<file path="src/rtl/rf_write_scheduler_pkg.sv">
// Shared defaults and width helpers for the register-file write scheduler.
package rf_sched_pkg;

  localparam int WIDTH_DEF           = 32;
  localparam int DEPTH_BITS_DEF      = 5;
  localparam int MAX_OUTSTANDING_DEF = 4;
  localparam int STARVE_LIMIT_DEF    = 8;

  // Counter width able to hold the value max_val itself.
  function automatic int cnt_width(input int max_val);
    return $clog2(max_val + 1);
  endfunction

  localparam int CNT_W_DEF = cnt_width(MAX_OUTSTANDING_DEF);

endpackage

</file>
<file path="src/rtl/rf_write_scheduler_if.sv">
// Valid/ready result channel from the long-latency unit into the write scheduler.
interface rf_write_scheduler_if
  import rf_sched_pkg::*;
#(
  parameter int WIDTH      = WIDTH_DEF,
  parameter int DEPTH_BITS = DEPTH_BITS_DEF
);
  logic                  valid;
  logic [DEPTH_BITS-1:0] rd;
  logic [WIDTH-1:0]      data;
  logic                  ready;

  modport master (output valid, output rd, output data, input ready);
  modport slave  (input valid, input rd, input data, output ready);
endinterface

</file>
<file path="src/rtl/rf_write_scheduler_scoreboard.sv">
// Pending-destination scoreboard for long-latency ops with same-cycle bypass of retiring results.
module rf_scoreboard
  import rf_sched_pkg::*;
#(
  parameter int DEPTH_BITS = DEPTH_BITS_DEF
) (
  input  logic                         clk,
  input  logic                         rst,
  input  logic                         clr_en,
  input  logic [DEPTH_BITS-1:0]        clr_addr,
  input  logic                         set_en,
  input  logic [DEPTH_BITS-1:0]        set_addr,
  input  logic [DEPTH_BITS-1:0]        rs1,
  input  logic [DEPTH_BITS-1:0]        rs2,
  input  logic [DEPTH_BITS-1:0]        rd,
  output logic                         raw,
  output logic                         waw,
  output logic [(1<<DEPTH_BITS)-1:0]   pending,
  output logic [(1<<DEPTH_BITS)-1:0]   clr_vec
);
  localparam int DEPTH = 1 << DEPTH_BITS;

  logic [DEPTH-1:0] set_vec;
  logic [DEPTH-1:0] eff;

  assign clr_vec = clr_en ? (DEPTH'(1) << clr_addr) : '0;
  assign set_vec = (set_en && (set_addr != '0)) ? (DEPTH'(1) << set_addr) : '0;

  // A result retiring this cycle reaches the register file before decode reads it.
  assign eff = pending & ~clr_vec;
  assign raw = eff[rs1] | eff[rs2];
  assign waw = eff[rd];

  // Set is OR-ed after the clear so a same-cycle reissue keeps the bit; x0 never pends.
  always_ff @(posedge clk or negedge rst) begin
    if (!rst) pending <= '0;
    else      pending <= ((pending & ~clr_vec) | set_vec) & ~DEPTH'(1);
  end

endmodule

</file>
<file path="src/rtl/rf_write_scheduler.sv">
// Shares the register-file write port between pipeline writeback and the long-latency
// unit, and stalls issue on scoreboard hazards, in-flight limit or long-unit starvation.
module rf_write_scheduler
  import rf_sched_pkg::*;
#(
  parameter int WIDTH           = WIDTH_DEF,
  parameter int DEPTH_BITS      = DEPTH_BITS_DEF,
  parameter int MAX_OUTSTANDING = MAX_OUTSTANDING_DEF,
  parameter int STARVE_LIMIT    = STARVE_LIMIT_DEF
) (
  input  logic                                   clk,
  input  logic                                   rst,
  input  logic                                   iss_valid,
  input  logic [DEPTH_BITS-1:0]                  iss_rs1,
  input  logic [DEPTH_BITS-1:0]                  iss_rs2,
  input  logic [DEPTH_BITS-1:0]                  iss_rd,
  input  logic                                   iss_long,
  output logic                                   stall,
  input  logic                                   wb_en,
  input  logic [DEPTH_BITS-1:0]                  wb_addr,
  input  logic [WIDTH-1:0]                       wb_data,
  rf_write_scheduler_if.slave                    lu,
  output logic                                   WrEn,
  output logic [DEPTH_BITS-1:0]                  WrAddress,
  output logic [WIDTH-1:0]                       WrData,
  output logic [cnt_width(MAX_OUTSTANDING)-1:0]  outstanding,
  output logic                                   sb_err
);
  localparam int DEPTH = 1 << DEPTH_BITS;
  localparam int CNT_W = cnt_width(MAX_OUTSTANDING);
  localparam int STV_W = cnt_width(STARVE_LIMIT);
  localparam logic [CNT_W-1:0] CNT_MAX = CNT_W'(MAX_OUTSTANDING);
  localparam logic [STV_W-1:0] STV_MAX = STV_W'(STARVE_LIMIT);

  logic             acc;
  logic             iss_go;
  logic             inc;
  logic             up_sat;
  logic             dn_sat;
  logic             lu_err;
  logic             wb_err;
  logic             raw;
  logic             waw;
  logic [DEPTH-1:0] pending;
  logic [DEPTH-1:0] clr_vec;
  logic [STV_W-1:0] starve_cnt;

  // Pipeline writeback always owns the port; the long unit only gets idle cycles.
  assign acc      = lu.valid && !wb_en;
  assign lu.ready = acc;

  assign stall = iss_valid && (raw || waw ||
                               (iss_long && (outstanding == CNT_MAX) && !acc) ||
                               (starve_cnt >= STV_MAX));
  assign iss_go = iss_valid && !stall;
  assign inc    = iss_go && iss_long;

  rf_scoreboard #(
    .DEPTH_BITS (DEPTH_BITS)
  ) u_sb (
    .clk      (clk),
    .rst      (rst),
    .clr_en   (acc),
    .clr_addr (lu.rd),
    .set_en   (inc),
    .set_addr (iss_rd),
    .rs1      (iss_rs1),
    .rs2      (iss_rs2),
    .rd       (iss_rd),
    .raw      (raw),
    .waw      (waw),
    .pending  (pending),
    .clr_vec  (clr_vec)
  );

  always_comb begin
    WrEn      = 1'b0;
    WrAddress = '0;
    WrData    = '0;
    if (wb_en) begin
      WrEn      = 1'b1;
      WrAddress = wb_addr;
      WrData    = wb_data;
    end else if (acc) begin
      WrEn      = (lu.rd != '0);
      WrAddress = lu.rd;
      WrData    = lu.data;
    end
  end

  assign up_sat = inc && !acc && (outstanding == CNT_MAX);
  assign dn_sat = acc && !inc && (outstanding == '0);
  assign lu_err = acc && (lu.rd != '0) && !pending[lu.rd];
  assign wb_err = wb_en && (wb_addr != '0) && pending[wb_addr] && !clr_vec[wb_addr];

  // Counters and sticky error; rd=0 long ops still occupy an in-flight slot.
  always_ff @(posedge clk or negedge rst) begin
    if (!rst) begin
      outstanding <= '0;
      starve_cnt  <= '0;
      sb_err      <= 1'b0;
    end else begin
      if (inc && !acc && !up_sat)      outstanding <= outstanding + 1'b1;
      else if (acc && !inc && !dn_sat) outstanding <= outstanding - 1'b1;

      if (!lu.valid || acc)            starve_cnt <= '0;
      else if (starve_cnt != STV_MAX)  starve_cnt <= starve_cnt + 1'b1;

      if (lu_err || wb_err || up_sat || dn_sat) sb_err <= 1'b1;
    end
  end

endmodule

</file>
<file path="src/flat_wrapper.sv">
// flat-port wrapper written by rule: the top's interface ports become plain ports
module rf_write_scheduler_flat import rf_sched_pkg::*;
#(
  parameter int WIDTH           = WIDTH_DEF,
  parameter int DEPTH_BITS      = DEPTH_BITS_DEF,
  parameter int MAX_OUTSTANDING = MAX_OUTSTANDING_DEF,
  parameter int STARVE_LIMIT    = STARVE_LIMIT_DEF
)
  (clk, rst, iss_valid, iss_rs1, iss_rs2, iss_rd, iss_long, stall, wb_en, wb_addr, wb_data, WrEn, WrAddress, WrData, outstanding, sb_err, lu_valid, lu_rd, lu_data, lu_ready);
  rf_write_scheduler_if #(.WIDTH(WIDTH), .DEPTH_BITS(DEPTH_BITS)) lu_i ();
  input  logic clk;
  input  logic rst;
  input  logic iss_valid;
  input  logic [DEPTH_BITS-1:0] iss_rs1;
  input  logic [DEPTH_BITS-1:0] iss_rs2;
  input  logic [DEPTH_BITS-1:0] iss_rd;
  input  logic iss_long;
  output logic stall;
  input  logic wb_en;
  input  logic [DEPTH_BITS-1:0] wb_addr;
  input  logic [WIDTH-1:0] wb_data;
  output logic WrEn;
  output logic [DEPTH_BITS-1:0] WrAddress;
  output logic [WIDTH-1:0] WrData;
  output logic [cnt_width(MAX_OUTSTANDING)-1:0] outstanding;
  output logic sb_err;
  input wire logic [$bits(lu_i.valid)-1:0] lu_valid;
  input wire logic [$bits(lu_i.rd)-1:0] lu_rd;
  input wire logic [$bits(lu_i.data)-1:0] lu_data;
  output wire logic [$bits(lu_i.ready)-1:0] lu_ready;
  assign lu_i.valid = lu_valid;
  assign lu_i.rd = lu_rd;
  assign lu_i.data = lu_data;
  assign lu_ready = lu_i.ready;
  rf_write_scheduler #(.WIDTH(WIDTH), .DEPTH_BITS(DEPTH_BITS), .MAX_OUTSTANDING(MAX_OUTSTANDING), .STARVE_LIMIT(STARVE_LIMIT)) u_core (.clk(clk), .rst(rst), .iss_valid(iss_valid), .iss_rs1(iss_rs1), .iss_rs2(iss_rs2), .iss_rd(iss_rd), .iss_long(iss_long), .stall(stall), .wb_en(wb_en), .wb_addr(wb_addr), .wb_data(wb_data), .lu(lu_i), .WrEn(WrEn), .WrAddress(WrAddress), .WrData(WrData), .outstanding(outstanding), .sb_err(sb_err));
endmodule
</file>
<file path="config.mk">
export PLATFORM = sky130hd
export DESIGN_NAME = rf_write_scheduler_flat
export DESIGN_NICKNAME = d
export VERILOG_FILES = /design/src/rtl/rf_write_scheduler_pkg.sv /design/src/rtl/rf_write_scheduler_if.sv /design/src/rtl/rf_write_scheduler_scoreboard.sv /design/src/rtl/rf_write_scheduler.sv /design/src/flat_wrapper.sv
export SDC_FILE = /design/constraint.sdc
export NUM_CORES = 1
export LEC_CHECK = 0
export CAP_MARGIN = 20
export CORE_UTILIZATION = 25
export CTS_CLUSTER_SIZE = 16
export DETAILED_ROUTE_END_ITERATION = 8
export MAX_ROUTING_LAYER = met4
export PLACE_DENSITY = 0.51
export RECOVER_POWER = 50
export SETUP_SLACK_MARGIN = 0.15
export SLEW_MARGIN = 20
export SYNTH_ARGS = -nofsm -noshare
export SYNTH_HDL_FRONTEND = slang
export SYNTH_SLANG_ARGS = --single-unit
</file>
<file path="constraint.sdc">
create_clock -name clk -period 3.21 [get_ports clk]
set_input_delay 0.642 -clock clk [delete_from_list [all_inputs] [get_ports clk]]
set_output_delay 0.642 -clock clk [all_outputs]
set_load 0.1 [all_outputs]
</file>
==> flow_summary.toml, run 1 <==
[sta]
slew_violations = 40
fin_crit_sh_pct = 106
whs_ps = 488
tightest_slew_ps = 2340
finalWorstSetupSlack_ps = -194
finalHoldViolCount = 0
slew-limit-headroom_pct = -56.3
rsz0062_at_grt = "yes"
fin_worst_skew_ps = 11.9
max_freq_mhz = 294
setup_viol = 3
finalSetupTns_ps = -286
period_needed_ps = 3400

[critical_path]
critPathLaunchType = "input pin"
critPathKind = "in -> out"
path_max_fanout = 6
arrival_ps = 2760
crit_required_ps = 2570
end_kind = "primary output"

[min_path]
hp-class = "reg -> reg"

[logic_synthesis]
synth.most_common_cell = "nand2_1"
synth_edf_count = 0
yosys-top-cells-count = "nand2_1, o21ai_0, dfrtp_1, clkbuf_1, nor2_1"
yosys.area.top_type = "dfrtp_1"
synth_cell_types = 68
synthArstFlopShare_pct = 100
syn_area_per_cell_um2 = 7.79
syn_nets = 674
synth-main-ff-cell = "dfrtp_1"
yosysWarnings = 0
syn-instance-count = 576
synthTopCellsByArea = "dfrtp_1, o21ai_0, mux4_2"
synth_area_mm2 = 0.00449
ys_seq_area_share_pct = 21.8
synth_top_area_share_pct = 21.8
synth-seq-cells = 39

[routing]
drtAntennaViolNets = 0
wire_per_inst_um = 22.6
route.detailed.drc = 0
drt_first_iter_violations = 553
dr_total_vias = 6027
vias_per_cell = 5.61
wl_um = 24300
first_pass_iters = 5

[placement]
placed_area_mm2 = 0.00765
io_buffers = 138
place_congestion = 1.01
dpl.hpwl_um = 18800
pre_cts_ws_ps = -856

[clock_tree]
cts.htree.levels = 2
clockBufferDepth = 2
cts_buffers = 5
cts_root_buf = "clkbuf_16"
clk_pin_slew_ps = 60
clock_latency_ps = 300
cts_tree = "built"
cts_sinks = 39

[floorplanning]
die-area_mm2 = 0.0185
placementRows = 48
die_w_um = 136
initial_core_util_pct = 25.8
die_h_um = 136
core_area_mm2 = 0.0174
io_pins = 139

[grt]
grt_start_max_net_pins = 68
grt_use_total_pct = 27.1
grt_pass1_wl_um = 36100
grt_pass1_vias = 6091
overflow = 0
antenna_found_initial = 0

[finish]
fin_nets = 946
postLayoutCellArea_mm2 = 0.00841
syn2layout_area_growth_pct = 87.5
fill_cells = 1678
drive_gt1_share_pct = 43.0
diodes = 0

[pwr]
switching_power_uw = 1430
p_sw_share_pct = 45.4
p_clk_share_pct = 18.9
pwr-share-comb_pct = 57.3
internal_power_uw = 1720
power_density_mw_per_mm2 = 374
seq_power_share_pct = 23.8
total_power_uw = 3150
peakVddDrop_v = 0.000211
p_leak_uw = 0.00345

[run_status]
outcome = "finished with violations"
violations = "max-capacitance violations, max-slew violations, negative setup slack"

[job]
cap_viol_max_count = 1
==> layer usage <==
| layer | GRT usage (%) | wire, um | vias up |
|---|---|---|---|
| li1 | - | - | 2728 |
| met1 | 32.0 | 9580 | 2899 |
| met2 | 45.0 | 11500 | 334 |
| met3 | 5.15 | 2260 | 66 |
| met4 | 10.9 | 937 | 0 |
| met5 | - | 0 | - |
==> cell families after synthesis <==
kind of cell	share of synthesized area, %
compound gates	26.5
xor+xnor	2.54
fa+ha+maj	1.00
mux	17.3
simple gates	25.4
buf+inv	5.52
flops	21.8
==> registers in the layout, summed over array words and instances, names as in the netlist <==
name	flops
u_core.starve_cnt	4
u_core.outstanding	3
u_core.u_sb.pending	31
u_core.sb_err	1
==> area by class of cell <==
class,count,area [um^2],area share [%]
Tap cell,225,282,3.35
Timing Repair Buffer,316,3210,38.2
Clock inverter,3,43.8,0.520
Sequential cell,39,976,11.6
Clock buffer,5,125,1.49
Multi-Input combinational cell,480,3750,44.6
Inverter,6,23.8,0.283
==> power by group through the flow <==
stage	logic [uW]	registers [uW]	clock network, uW
floorplan	864	800	0
global placement	1690	732	0
detailed placement	1700	737	0
CTS	1780	734	602
global route	1890	759	628
finish	1810	749	595
==> worst max-delay path, cell delays in order <==
cell	delay, ps
buf_2	130
buf_4	150
buf_6	140
nand4b_1	130
o21ai_2	90
and3_1	180
or4_4	550
nand4_1	160
nor4_4	50
buf_4	160
a31oi_4	160
buf_12	200
==> placed cells by master, fill, tap and decap left out, types with 10 or more instances in the layout <==
master and n:
o21ai_0 24, clkdlybuf4s50_1 74, nand3_1 13, mux2i_1 18, o31ai_1 12, dfrtp_1 39
buf_4 155, nand2b_1 13, nor2_1 23, buf_12 44, mux2_2 15, a21oi_1 10
nand2_1 104, o21ai_1 22, buf_6 23, o21ai_2 37, mux4_2 18
==> worst paths after layout <==
check	cells past startpoint	slack [ps]	to	start
min in group asynchronous	1	1040	u_core.u_sb.pending[15]	rst
hold reg to reg	2	490	u_core.sb_err	u_core.sb_err
max in group asynchronous	1	810	u_core.u_sb.pending[30]	rst
setup / recovery	12	-190	stall	lu_rd[2]
hold / removal	2	490	u_core.sb_err	u_core.sb_err
setup reg to reg	13	190	u_core.outstanding[2]	u_core.u_sb.pending[2]
==> stage by stage <==
stage / util (%) / cells
global route: 48.3 / 1074
CTS: 47.4 / 1071
global placement: 43.9 / 1035
floorplan: - / 576
finish: 48.3 / 1074
detailed placement: 43.9 / 1035
==> timing repair <==
action                                  in CTS  in global routing
hold buffers                                 0                  0
pin swaps                                   23                 17
cloned                                       2                  0
resized for setup                          114                 50
endpoints found under the setup margin      40                 36
endpoints found under the hold margin        0                  0
setup buffers                               26                  3
Power figures use the tool's default switching activity.
==> inputs of run 2 (changes only) <==
- PLACE_DENSITY: 0.51 -> not set
==> run 2 against run 1 <==
The flow still finishes with violations (max-capacitance violations, max-slew violations, negative setup slack). Sequential cell count is the same. Setup slack got worse by 130 ps. Cell area up 1.7%. Largest cell class unchanged.
==> flow_summary.toml, run 2 (same netlist as run 1, synthesis figures left out) <==
[grt]
grt_use_total_pct = 23.3
met1_usage_pct = 29.7
grt_pass1_vias = 5541
overflow = 0
grt_start_max_net_pins = 57
grt_use_met2_pct = 36.9
grt_pass1_wl_um = 31700
antenna_found_initial = 0
use_met3_pct = 4.55
grt_busiest_layer = "met2"

[sta]
setup_viol = 21
whs_ps = 483
max_freq_mhz = 283
rsz0062_at_grt = "yes"
finalHoldViolCount = 0
slew-limit-headroom_pct = -45.5
period_needed_ps = 3540
fin_worst_skew_ps = 2.54
fin_crit_sh_pct = 110
finalSetupTns_ps = -2870
slew_violations = 40
finalWorstSetupSlack_ps = -327
tightest_slew_ps = 2180

[critical_path]
critPathBufInv = 5
r2r_start = "u_core.u_sb.pending[8]"
ff2ff_path_depth = 15
end_kind = "primary output"
path_cells = "buf_8 -> buf_6 -> buf_6 -> or4_4 -> o21ai_2 -> a211oi_2 -> o21ai_2 -> nand4_1 -> nor4_4 -> buf_4 -> a31oi_4 -> buf_12"
critPathLaunchType = "input pin"
max_stage_delay_ps = 550
arrival_ps = 2900
regToRegEndpoint = "u_core.outstanding[2]"
critPathTopFamily = "simple AND/OR/NAND/NOR gates"
critPathKind = "in -> out"
crit_required_ps = 2570
path_max_fanout = 3
cpMaxStageDelayCell = "or4_4"
critical_path_cell_count = 12
r2r_slack_ps = 40

[clock_tree]
cts_root_buf = "clkbuf_16"
cts.htree.levels = 2
clk_pin_slew_ps = 60
cts_tree = "built"
clock_latency_ps = 280
cts_buffers = 5
clockBufferDepth = 2
cts_sinks = 39

[min_path]
holdPathEnd = "u_core.sb_err"
hp-class = "reg -> reg"
worstHoldPathCells = 2
worstHoldStart = "u_core.sb_err"

[pwr]
pwr-share-comb_pct = 57.2
internal_power_uw = 1820
p_sw_share_pct = 43.7
seq_power_share_pct = 22.4
switching_power_uw = 1410
power_density_mw_per_mm2 = 377
p_leak_uw = 0.00348
p_clk_share_pct = 20.3
peakVddDrop_v = 0.000260
total_power_uw = 3220

[finish]
largest_reg_flops = 31
drive_gt1_share_pct = 45.0
syn2layout_area_growth_pct = 90.6
largest-register = "u_core.u_sb.pending"
fin_nets = 939
diodes = 0
top_regs = "u_core.u_sb.pending: 31 flops, u_core.starve_cnt: 4 flops, u_core.outstanding: 3 flops"
mostFrequentLayoutCells = "buf_4, nand2_1, clkdlybuf4s50_1, o21ai_2, buf_12"
postLayoutCellArea_mm2 = 0.00855
final_common_cell = "buf_4"
fin_cells = 1067

[placement]
dpl.hpwl_um = 16700
io_buffers = 138
placed_area_mm2 = 0.00767
place_congestion = 0.996
dp.cells = 1035

[routing]
drtAntennaViolNets = 0
drt_first_iter_violations = 450
dr_total_vias = 5938
wl_um = 21700
route.detailed.drc = 0
vias_per_cell = 5.57
first_pass_iters = 6
wire_per_inst_um = 20.3

[floorplanning]
placementRows = 48
initial_core_util_pct = 25.8
die_w_um = 136
die_h_um = 136
die-area_mm2 = 0.0185
core_area_mm2 = 0.0174
io_pins = 139

[job]
cap_viol_max_count = 1

[run_status]
violations = "max-capacitance violations, max-slew violations, negative setup slack"
outcome = "finished with violations"
-- run 2: layer usage --
| metal | part of all wire, % | wire (um) |
|---|---|---|
| met3 | 11 | 2330 |
| met2 | 46 | 10000 |
| met5 | 0 | 0 |
| met4 | 2.8 | 599 |
| met1 | 40 | 8760 |
-- run 2: layout make-up --
class                      count  area, um^2
fill                        1632        8860
multi-input combinational    480        3900
timing repair buffer         309        3180
sequential                    39         976
tap                          225         282
clock buffer                   5         125
clock inverter                 3        67.6
inverter                       6        23.8
-- run 2: tightest hold or removal path, stage by stage (launching register included) --
cell and delay, ps:
dfrtp_1 340, a221oi_1 60, o41ai_2 50
-- run 2: worst max path at each step --
stage / start / endpoint / slack [ps]
floorplan: lu_rd[4] / stall / -330
global placement: lu_valid / u_core.outstanding[2] / -760
detailed placement: lu_valid / u_core.outstanding[2] / -820
CTS: lu_rd[4] / stall / -260
global route: lu_rd[3] / u_core.outstanding[2] / -430
finish: lu_rd[3] / stall / -330
-- run 2: what timing repair did --
item / CTS / global route
pin swaps: 21 / 34
setup buffers: 8 / 14
endpoints found under the setup margin: 37 / 36
hold buffers: 0 / 0
gates resized for setup: 78 / 105
cloned: 2 / 0
-- run 2: power groups by stage --
stage / sequential, uW / clock, uW / combinational, uW
after detailed placement: 716 / 0 / 1670
after global routing: 737 / 678 / 1930
after floorplan: 800 / 0 / 864
final: 723 / 656 / 1840
after CTS: 711 / 661 / 1730
after global placement: 715 / 0 / 1660
-- run 2: stage by stage --
stage	setup slack, ps	utilization (%)
6_report	-327	49.1
5_1_grt	-430	49.1
4_1_cts	-263	46.7
3_5_place_dp	-819	44.0
3_3_place_gp	-761	44.0
2_1_floorplan	-334	-
==> inputs of run 3 (changes only) <==
- ABC_CLOCK_PERIOD_IN_PS: not set -> 3210
- CORE_MARGIN: not set -> 2
- CTS_BUF_LIST: not set -> sky130_fd_sc_hd__clkbuf_8 sky130_fd_sc_hd__clkbuf_16
==> run 3 against run 2 <==
The flow still finishes with violations (max-capacitance violations, max-slew violations, negative setup slack). Critical path depth shrank 1. Sequential share of layout area about the same. Via count is 0.54% higher. Worst hold slack gained 26 ps. Total power is 3.0% lower. Non-clock buffer count is 3 higher. Setup slack worse by 67 ps. Critical endpoint unchanged.
==> flow_summary.toml, run 3 (same netlist as run 1, synthesis figures left out) <==
[run_status]
outcome = "finished with violations"
violations = "max-capacitance violations, max-slew violations, negative setup slack"

[min_path]
hp-class = "reg -> reg"

[finish]
postLayoutCellArea_mm2 = 0.00854
diodes = 0
drive_gt1_share_pct = 45.4
largest-register = "u_core.u_sb.pending"
fin_util_pct = 49.0
top_regs = "u_core.u_sb.pending: 31 flops, u_core.starve_cnt: 4 flops, u_core.outstanding: 3 flops"
fin_nets = 941
syn2layout_area_growth_pct = 90.3
mostFrequentLayoutCells = "buf_4, nand2_1, clkdlybuf4s50_1, o21ai_2, buf_12"
fill_cells = 1605
final_common_cell = "buf_4"
largest_reg_flops = 31

[placement]
place_congestion = 1.02
dpl.hpwl_um = 16600
io_buffers = 138
placed_area_mm2 = 0.00768

[routing]
wire_per_inst_um = 20.7
dr_total_vias = 5970
drtAntennaViolNets = 0
vias_per_cell = 5.58
route.detailed.drc = 0
first_pass_iters = 8
drt_first_iter_violations = 566
wl_um = 22100

[critical_path]
end_kind = "primary output"
critPathTopFamily = "compound AO/OA/AOI/OAI gates"
ff2ff_path_depth = 13
crit_required_ps = 2570
worst_path_most_repeated_cell = "buf_4"
critPathBufInv = 5
crit_end = "stall"
path_cells = "buf_2 -> buf_6 -> nand2b_2 -> buf_4 -> o31ai_1 -> o22a_1 -> a21oi_1 -> nor4_4 -> buf_4 -> a31oi_4 -> buf_12"
regToRegEndpoint = "u_core.outstanding[1]"
arrival_ps = 2960
critPathKind = "in -> out"
max_stage_delay_ps = 510
crit_start = "lu_rd[0]"
r2r_start = "u_core.u_sb.pending[8]"
critical_path_cell_count = 11
path_max_fanout = 11
r2r_slack_ps = 90
cpMaxStageDelayCell = "o31ai_1"
critPathLaunchType = "input pin"

[grt]
overflow = 0
grt_pass1_wl_um = 31700
grt_start_max_net_pins = 71
grt_pass1_vias = 5570
antenna_found_initial = 0
grt_use_total_pct = 23.0

[clock_tree]
clockBufferDepth = 2
cts.htree.levels = 2
clk_pin_slew_ps = 60
cts_tree = "built"
clock_latency_ps = 290
cts_buffers = 5
cts_root_buf = "clkbuf_16"
cts_sinks = 39

[floorplanning]
io_pins = 139
die_h_um = 138
initial_core_util_pct = 25.8
placementRows = 48
die_w_um = 138
core_area_mm2 = 0.0174
die-area_mm2 = 0.0190

[sta]
tightest_slew_ps = 2130
finalWorstSetupSlack_ps = -395
setup_viol = 16
finalHoldViolCount = 0
slew-limit-headroom_pct = -42.3
fin_worst_skew_ps = 7.66
period_needed_ps = 3600
max_freq_mhz = 277
rsz0062_at_grt = "yes"
whs_ps = 509
slew_violations = 111
fin_crit_sh_pct = 112

[pwr]
p_leak_uw = 0.00348
power_density_mw_per_mm2 = 366
peakVddDrop_v = 0.000205
total_power_uw = 3130

[job]
cap_viol_max_count = 2
## run 3: final cells by class
| type | instances | area (um^2) | area share [%] |
|---|---|---|---|
| clock buffers | 5 | 125 | 1.47 |
| clock inverters | 3 | 43.8 | 0.513 |
| inverters | 6 | 23.8 | 0.278 |
| multi-input cells | 479 | 3840 | 45.0 |
| flip-flops and latches | 39 | 976 | 11.4 |
| well taps | 225 | 282 | 3.30 |
| repair buffers | 312 | 3240 | 38.0 |
## run 3: metrics by stage
stage	setup WS (ps)	cells	TNS (ps)
detailed placement	-774	1039	-19440
floorplan	-334	576	-846
CTS	-305	1068	-667
global route	-464	1069	-9810
finish	-395	1069	-1360
global placement	-748	1039	-18710
## run 3: worst min-delay path by stage
| stage | from | to | slack [ps] | depth (start not counted) |
|---|---|---|---|---|
| 5_1_grt | u_core.sb_err | u_core.sb_err | 530 | 2 |
| 4_1_cts | u_core.sb_err | u_core.sb_err | 500 | 2 |
| 2_1_floorplan | rst | u_core.outstanding[0] | 350 | 0 |
| 3_5_place_dp | u_core.sb_err | u_core.sb_err | 490 | 2 |
| 3_3_place_gp | u_core.sb_err | u_core.sb_err | 470 | 2 |
| 6_report | u_core.sb_err | u_core.sb_err | 510 | 2 |
## run 3: worst reg2reg max path: cells and delay by family (launching register included)
family	cells	cell delay [ps]
AND/OR/NAND/NOR	5	770
adder cells (fa/ha/maj)	1	570
buffers and inverters	3	540
AO/OA/AOI/OAI	2	470
flip-flops	1	400
multiplexers	2	310
## run 3: power by group
group	switching [uW]	total, uW	internal (uW)	leakage (uW)
combinational	1020	1810	784	0.00288
sequential	175	747	572	0.000517
clock	206	572	366	0.0000838
total	1400	3130	1720	0.00348
## run 3: repair_timing
item,CTS,global route
buffers inserted,17,1
gates cloned,4,0
setup endpoints to repair,37,35
gates resized for setup,105,72
pin swaps,23,25
hold buffers,0,0
## run 3: metal layers
layer	vias up	track usage [%]	part of all wire [%]
li1	2722	-	-
met1	2810	28.0	39
met2	366	36.7	45
met3	72	4.86	11
met4	0	10.1	4.7
met5	-	-	0
